**config.mk**
```make
export PLATFORM = sky130hd
export DESIGN_NAME = inst_encoder_loader
export DESIGN_NICKNAME = d
export VERILOG_FILES = /design/src/rtl/inst_encoder_loader_pkg.sv /design/src/rtl/inst_pack.sv /design/src/rtl/inst_encoder_loader.sv
export SDC_FILE = /design/constraint.sdc
export NUM_CORES = 1
export LEC_CHECK = 0
export CAP_MARGIN = 25
export CORE_ASPECT_RATIO = 0.5
export CORE_MARGIN = 2
export CORE_UTILIZATION = 35
export DETAILED_ROUTE_END_ITERATION = 8
export HOLD_SLACK_MARGIN = 0.02
export PLACE_DENSITY = 0.66
export SLEW_MARGIN = 10
export SYNTH_ARGS = -nofsm -noshare
export SYNTH_HDL_FRONTEND = slang
export SYNTH_HIERARCHICAL = 1
export SYNTH_SLANG_ARGS = --single-unit
```
**constraint.sdc**
```tcl
create_clock -name clk -period 3.3 [get_ports clk]
set_input_delay 0.99 -clock clk [delete_from_list [all_inputs] [get_ports clk]]
set_output_delay 0.99 -clock clk [all_outputs]
set_load 0.005 [all_outputs]
```
**src/rtl/inst_encoder_loader_pkg.sv**
```systemverilog
// rtl/inst_encoder_loader_pkg.sv - shared field ranges, format tags and state encodings
// Bit ranges follow the MIPS R/I/J layouts; the format tag selects which fields are packed.
package inst_encoder_loader_pkg;

   localparam int OP_HI    = 31;
   localparam int OP_LO    = 26;
   localparam int RS_HI    = 25;
   localparam int RS_LO    = 21;
   localparam int RT_HI    = 20;
   localparam int RT_LO    = 16;
   localparam int RD_HI    = 15;
   localparam int RD_LO    = 11;
   localparam int SHAM_HI  = 10;
   localparam int SHAM_LO  = 6;
   localparam int FUNCT_HI = 5;
   localparam int FUNCT_LO = 0;
   localparam int IMM16_HI = 15;
   localparam int IMM16_LO = 0;
   localparam int IMM26_HI = 25;
   localparam int IMM26_LO = 0;

   localparam logic [1:0] FMT_R = 2'b00;
   localparam logic [1:0] FMT_I = 2'b01;
   localparam logic [1:0] FMT_J = 2'b10;

   typedef enum logic [1:0] {
      ST_IDLE = 2'b00,
      ST_LOAD = 2'b01,
      ST_DONE = 2'b10
   } state_t;

endpackage

```
**src/rtl/inst_pack.sv**
```systemverilog
// rtl/inst_pack.sv - combinational R/I/J instruction packer
// Fields not used by the selected format are ignored; fmt 11 yields legal = 0 and a zero word.
module inst_pack
   import inst_encoder_loader_pkg::*;
(
   input  logic [1:0]  fmt,
   input  logic [5:0]  op,
   input  logic [4:0]  rs,
   input  logic [4:0]  rt,
   input  logic [4:0]  rd,
   input  logic [4:0]  sham,
   input  logic [5:0]  funct,
   input  logic [15:0] imm16,
   input  logic [25:0] imm26,
   output logic [31:0] word,
   output logic        legal
);

   always_comb begin
      word  = '0;
      legal = 1'b1;
      case (fmt)
         FMT_R: begin
            word[OP_HI:OP_LO]       = op;
            word[RS_HI:RS_LO]       = rs;
            word[RT_HI:RT_LO]       = rt;
            word[RD_HI:RD_LO]       = rd;
            word[SHAM_HI:SHAM_LO]   = sham;
            word[FUNCT_HI:FUNCT_LO] = funct;
         end
         FMT_I: begin
            word[OP_HI:OP_LO]       = op;
            word[RS_HI:RS_LO]       = rs;
            word[RT_HI:RT_LO]       = rt;
            word[IMM16_HI:IMM16_LO] = imm16;
         end
         FMT_J: begin
            word[OP_HI:OP_LO]       = op;
            word[IMM26_HI:IMM26_LO] = imm26;
         end
         default: begin
            legal = 1'b0;
         end
      endcase
   end

endmodule

```
**src/rtl/inst_encoder_loader.sv**
```systemverilog
// rtl/inst_encoder_loader.sv - encodes field bundles and loads them sequentially into instruction RAM
// One registered write per legal bundle; session tracks word count, XOR checksum and illegal-format status.
module inst_encoder_loader
   import inst_encoder_loader_pkg::*;
#(
   parameter int ADDR_WIDTH = 10
)
(
   input  logic                  clk,
   input  logic                  rst,
   input  logic                  start,
   input  logic                  finish,
   input  logic                  in_valid,
   output logic                  in_ready,
   input  logic [1:0]            fmt,
   input  logic [5:0]            op,
   input  logic [4:0]            rs,
   input  logic [4:0]            rt,
   input  logic [4:0]            rd,
   input  logic [4:0]            sham,
   input  logic [5:0]            funct,
   input  logic [15:0]           imm16,
   input  logic [25:0]           imm26,
   output logic                  wr_en,
   output logic [ADDR_WIDTH-1:0] wr_addr,
   output logic [31:0]           wr_data,
   output logic [ADDR_WIDTH:0]   count,
   output logic [31:0]           checksum,
   output logic                  busy,
   output logic                  done,
   output logic                  err
);

   localparam logic [ADDR_WIDTH-1:0] LAST_ADDR = '1;

   state_t                state_q;
   state_t                state_d;
   logic [ADDR_WIDTH-1:0] ptr_q;
   logic [ADDR_WIDTH:0]   count_q;
   logic [31:0]           checksum_q;
   logic                  err_q;
   logic                  busy_q;
   logic                  done_q;
   logic                  wr_en_q;
   logic [ADDR_WIDTH-1:0] wr_addr_q;
   logic [31:0]           wr_data_q;

   logic [31:0]           packed_word;
   logic                  packed_legal;
   logic                  accept;
   logic                  write;

   inst_pack u_pack (
      .fmt   (fmt),
      .op    (op),
      .rs    (rs),
      .rt    (rt),
      .rd    (rd),
      .sham  (sham),
      .funct (funct),
      .imm16 (imm16),
      .imm26 (imm26),
      .word  (packed_word),
      .legal (packed_legal)
   );

   assign accept = in_valid & in_ready;
   assign write  = accept & packed_legal;

   always_ff @(posedge clk) begin
      if (rst) begin
         state_q <= ST_IDLE;
      end else begin
         state_q <= state_d;
      end
   end

   // start outranks finish; a legal write at the last address closes the session so the pointer never wraps
   always_comb begin
      state_d = state_q;
      case (state_q)
         ST_IDLE: begin
            if (start) state_d = ST_LOAD;
         end
         ST_LOAD: begin
            if (start) begin
               state_d = ST_LOAD;
            end else if (finish || (write && (ptr_q == LAST_ADDR))) begin
               state_d = ST_DONE;
            end
         end
         ST_DONE: begin
            if (start) state_d = ST_LOAD;
         end
         default: begin
            state_d = ST_IDLE;
         end
      endcase
   end

   always_comb begin
      in_ready = (state_q == ST_LOAD);
   end

   always_ff @(posedge clk) begin
      if (rst) begin
         busy_q <= 1'b0;
         done_q <= 1'b0;
      end else begin
         busy_q <= (state_d == ST_LOAD);
         done_q <= (state_d == ST_DONE);
      end
   end

   // A bundle accepted alongside start is still written at the old pointer; the session clear lands on top.
   always_ff @(posedge clk) begin
      if (rst) begin
         wr_en_q    <= 1'b0;
         wr_addr_q  <= '0;
         wr_data_q  <= '0;
         ptr_q      <= '0;
         count_q    <= '0;
         checksum_q <= '0;
         err_q      <= 1'b0;
      end else begin
         wr_en_q <= write;
         if (write) begin
            wr_addr_q <= ptr_q;
            wr_data_q <= packed_word;
         end
         if (start) begin
            ptr_q      <= '0;
            count_q    <= '0;
            checksum_q <= '0;
            err_q      <= 1'b0;
         end else begin
            if (write) begin
               ptr_q      <= ptr_q + 1'b1;
               count_q    <= count_q + 1'b1;
               checksum_q <= checksum_q ^ packed_word;
            end
            if (accept && !packed_legal) begin
               err_q <= 1'b1;
            end
         end
      end
   end

   assign wr_en    = wr_en_q;
   assign wr_addr  = wr_addr_q;
   assign wr_data  = wr_data_q;
   assign count    = count_q;
   assign checksum = checksum_q;
   assign busy     = busy_q;
   assign done     = done_q;
   assign err      = err_q;

endmodule
```
# [Word level (Yosys, flattened, before mapping)]
# Index checks and enable logic that the tools add are counted.
[totals] regBits=101 input_bits=81 wordCells=37
[classes] add_sub_neg=2 eq_ne=7 n_mux=6 n_bitwise=3 n_reduce_logical=9
[op_table] op="32-bit case mux with 3 select lines" n=1
[op_table] op="32-bit XOR" n=1
[op_table] op="11-bit by 1-bit adder with 11-bit output, second input constant" n=1
[op_table] op="10-bit by 1-bit adder with 10-bit output, second input constant" n=1
[op_table] op="10-bit == test, second input constant" n=1
[op_table] op="2-bit by 1-bit == test with 1-bit output, second input constant" n=3
[op_table] op="2-bit == test, second input constant" n=3
[op_table] op="2-bit 2-to-1 mux" n=3
[op_table] op="2-bit logical NOT" n=2
[op_table] op="2-bit case mux with 2 select lines" n=1
[op_table] op="2-bit OR reduction" n=2
[op_table] op="3-bit OR reduction" n=1
[op_table] op="1-bit bitwise AND" n=2
[op_table] op="1-bit logical AND" n=2
[op_table] op="1-bit logical NOT" n=1
[op_table] op="1-bit logical OR" n=1
[op_table] op="1-bit 2-to-1 mux" n=1

# [Logic depth before layout (Yosys ltp)]
[logic_depth] ltp_word=10 mapped_depth=8 depth_no_buf=5

# [By module]
# Netlist, hierarchy kept.
[by_module_without_submodules] module="inst_encoder_loader" instances=1 cells_per_inst=491 area_per_inst_um2=3997.6 seq_area_each_um2=2021.9
[by_module_without_submodules] module="inst_pack" instances=1 cells_per_inst=58 area_per_inst_um2=514.2 seq_area_each_um2=0.0

# [Worst setup path after synthesis]
# OpenSTA, ideal clock, no wires.
[synth_path] path_type="in2reg" start="in fmt[0]" end="reg ptr_q[7]" setup_ns=0.135 t_arrival_ns=2.205 required_ns=3.165 setup_slack_ns=0.960 cell_stages=7 path_buffers=3 cell_sequence="buf_4 > nand2_1 > nand4b_4 > buf_6 > buf_2 > o311ai_0 > o41ai_1"
[synth_between] elab_chain_len=4 elab_cells_between_ends=6
[synth_lines] element="start: declaration" line_no="inst_encoder_loader.sv:15" text="input logic [1:0] fmt,"
[synth_lines] element="2-bit by 1-bit == test with 1-bit output, or another cell as far along" line_no="inst_pack.sv:22" text="case (fmt)"
[synth_lines] element="3-bit OR reduction (no line) *"
[synth_lines] element="1-bit 2-to-1 mux *" line_no="inst_pack.sv:22"
[synth_lines] element="named net packed_legal" line_no="inst_encoder_loader.sv:49" text="logic packed_legal;"
[synth_lines] element="1-bit bitwise AND *" line_no="inst_encoder_loader.sv:68" text="assign write = accept & packed_legal;"
[synth_lines] element="end signal: assignment" line_no="inst_encoder_loader.sv:138" text="ptr_q <= ptr_q + 1'b1;"
[synth_lines] element="end: declaration" line_no="inst_encoder_loader.sv:38" text="logic [ADDR_WIDTH-1:0] ptr_q;"
# Mark *: on every way through the listed nets, which the timed path passes. The rest lies on a longest branch.
# A chain may end at the register's enable or synchronous reset.

# [Worst setup path after layout]
[layout_path] start="in fmt[0]" end="reg checksum_q[19], in the netlist checksum[19]"
[layout_between] elab_chain_len=4 elab_cells_between_ends=8
[layout_lines] element="2-bit by 1-bit == test with 1-bit output, or another cell as far along" line_no="inst_pack.sv:22"
[layout_lines] element="3-bit OR reduction (no line) *"
[layout_lines] element="1-bit 2-to-1 mux *" line_no="inst_pack.sv:22"
[layout_lines] element="named net packed_legal" line_no="inst_encoder_loader.sv:49"
[layout_lines] element="1-bit bitwise AND *" line_no="inst_encoder_loader.sv:68"
[layout_lines] element="end signal: assignment" line_no="inst_encoder_loader.sv:140" text="checksum_q <= checksum_q ^ packed_word;"
[layout_lines] element="end: declaration" line_no="inst_encoder_loader.sv:40" text="logic [31:0] checksum_q;"
# Marks and branches as above.

==> metrics <==
outcome finished clean; Mean Syn Cell Area 8.22 um^2; relative slew slack 0.572; clock group share of total power 0.391; final core occ 0.525; Die Y 84.3 um; reg2reg start state_q[0]; Setup Viol. Count Final 0; min-delay worst type reg -> reg; DRC viols 0; Syn Inst Count 549; Fmax 379 MHz; total track usage 0.184; layout cells sized above 1 0.0480; Worst EP arrival 2.90 ns; Critical Path Sink Type flip-flop; Synthesis Warnings 6; Total Routed Length 13000 um; Cell Area, Synth 4510 um^2; vias in the first global route 4002; Synth top area share 0.448; Total Power 2.60 mW; clock skew 0.00934 ns; fin cells 878; switching part of the total power 0.249; Synth Register Bits 101; Crit Path Max Fanout 78; total leakage power 2.25 nW; Worst setup SP type primary input; Final period util 0.799; clock buffer depth 2; I/O Buffers 170; combinational share of power 0.128; clock transition at the registers of the reported paths 0.07 ns; routed vias 4423; Worst Tran Pin Value 0.642 ns; # diodes 0; CP peak stage delay 0.55 ns; Hold Vio Cnt, Final 0; pin count of the biggest net entering global routing 79; crit path kind in -> reg; slowest CP cell clkdlybuf4s50_1; Initial DRT Pass Iterations 6; R2R Setup Slk 1.65 ns; post-DP HPWL 9320 um; clk sink count 101; RePlAce Congestion 0.782; Post-CTS Resized 0; FF-to-FF End wr_data[15]; Overflow after GRT 0; Int Pwr 1.96 mW; Iter 0 DRT Violations 255; post-synth top area cell dfxtp_1; WP data required 3.57 ns; Core Region 12600 um^2; sequential cell area fraction in the yosys report 0.448; RSZ-0062 raised after global routing no; dpl cells 863; Initial Utilization 0.357; top post-synthesis cells by area dfxtp_1, a21oi_1, nand2_1; Vias/cell 5.04; Die ar. 13900 um^2; worst vdd ir 0.236 mV; fill cell count 1217; Hold EP wr_addr[9]; first-pass GRT wire length 20300 um; H-tree levels 3; antenna violations before repair 0; Die Wd 165 um; crit-path cells clkdlybuf4s50_1, nand2_1, nand4b_4, buf_4, o21ai_0, a21oi_1; max_cap viols 0; Sequential Power Share 0.481; Hold Path Origin wr_addr[9]; Cell Pwr Density 393 nW/um^2; post-route setup TNS 0 ns; crit path time final 2.64 ns; Distinct cells, synth 39; CTS Root Cell clkbuf_16; cts hold-fix bufs 0; Post-DRT Antenna Nets 0; Num CTS Buffers 9; I/O pin cnt 171; Mapped Nets 632; Post-CTS Setup Inserts 0; Worst-Skew Late Latency 0.35 ns; routed wire length per instance 14.8 um; Area Growth Syn to Fin 46.9%; final slew viol count 0; nets 787; Hold Path Cell Cnt 2; Psw 648 uW; R2R depth 4; row count 29; CTS tree built
## how the worst max path moves through the flow
stage | from | endpoint | slack, ns | depth (start not counted)
2_1_floorplan | fmt[0] | ptr_q[7] | 0.96 | 7
3_3_place_gp | fmt[0] | checksum[27] | 0.37 | 6
3_5_place_dp | fmt[0] | checksum[24] | 0.31 | 6
4_1_cts | fmt[0] | checksum[12] | 0.65 | 6
5_1_grt | fmt[0] | checksum[12] | 0.54 | 6
6_report | fmt[0] | checksum[19] | 0.66 | 6
## cell type report
cell class	instances	area (um^2)	share of cell area
clock buffers	10	239	0.0361
multi-input cells	371	2140	0.323
repair buffers	181	1820	0.274
flip-flops and latches	101	2020	0.305
well taps	170	213	0.0321
inverters	40	150	0.0227
clock inverters	5	42.5	0.00642
## synth_stat cells (all sizes together)
master / count
nand2: 96
and4b: 1
inv: 39
clkinv: 1
or2: 1
a22o: 10
dfxtp: 101
clkbuf: 20
mux2i: 19
and2: 6
nor2: 5
o41ai: 3
xnor2: 2
ha: 2
nor4: 4
a21o: 1
nand3: 10
o311a: 2
or3: 42
nor3: 1
o2bb2ai: 16
o311ai: 3
o21ai: 38
or4: 5
o21a: 2
nor2b: 2
nand4b: 1
xor2: 1
nand3b: 1
a21oi: 87
o31ai: 5
a31oi: 1
nand4: 4
buf: 17
## cells in the final DEF, fill, tap and decap left out, drive strengths merged, types with 3 or more instances in the layout
cell type,n
a21oi,87
a22o,10
and2,6
buf,12
clkbuf,10
clkdlybuf4s50,169
dfxtp,101
inv,42
mux2i,19
nand2,96
nand3,10
nand4,4
nor2,5
nor4,4
o21ai,38
o2bb2ai,16
o311ai,3
o31ai,5
o41ai,3
or3,42
or4,5
## cells by family (layout without fill, tap and decap cells)
logic type / after synthesis / count (layout) / synth area share
mux: 19 / 19 / 0.0422
compound gates: 168 / 168 / 0.220
xor+xnor: 3 / 3 / 0.00582
flops: 101 / 101 / 0.448
buf+inv: 77 / 236 / 0.0771
fa+ha+maj: 2 / 2 / 0.00555
simple gates: 179 / 179 / 0.201
## registers in the layout, summed over array words and instances, names as in the netlist
name / flops
checksum: 32
busy: 1
ptr_q: 10
wr_addr: 10
state_q: 2
count: 11
err: 1
wr_en: 1
done: 1
wr_data: 32
## power by group through the flow
stage,registers [mW],logic [mW],clock network [mW]
finish,1.25,0.333,1.02
global route,1.25,0.362,1.10
CTS,1.25,0.337,1.05
detailed placement,1.28,0.335,0
global placement,1.28,0.331,0
floorplan,1.28,0.154,0
## through the flow
stage          instance area (um^2)  setup WS (ns)  hold WS [ns]
2_1_floorplan                  4510          0.960         0.453
3_3_place_gp                   6340          0.373         0.441
3_5_place_dp                   6340          0.307         0.446
4_1_cts                        6630          0.645         0.455
5_1_grt                        6630          0.535         0.475
6_report                       6630          0.664         0.454
## critical path, delay by kind of cell
family	cells	cell delay [ns]
compound gates	2	0.35
buf+inv	2	1.10
simple gates	2	0.45
## layer usage
metal / vias up / track usage / wire (um) / part of all wire
met5: - / 0 / 0 / 0
met1: 2087 / 0.230 / 5850 / 0.45
met4: 0 / 0.0530 / 223 / 0.017
li1: 2224 / - / - / -
met3: 21 / 0.0484 / 554 / 0.043
met2: 91 / 0.315 / 6390 / 0.49
No activity file was read; power rests on OpenSTA's default activity.
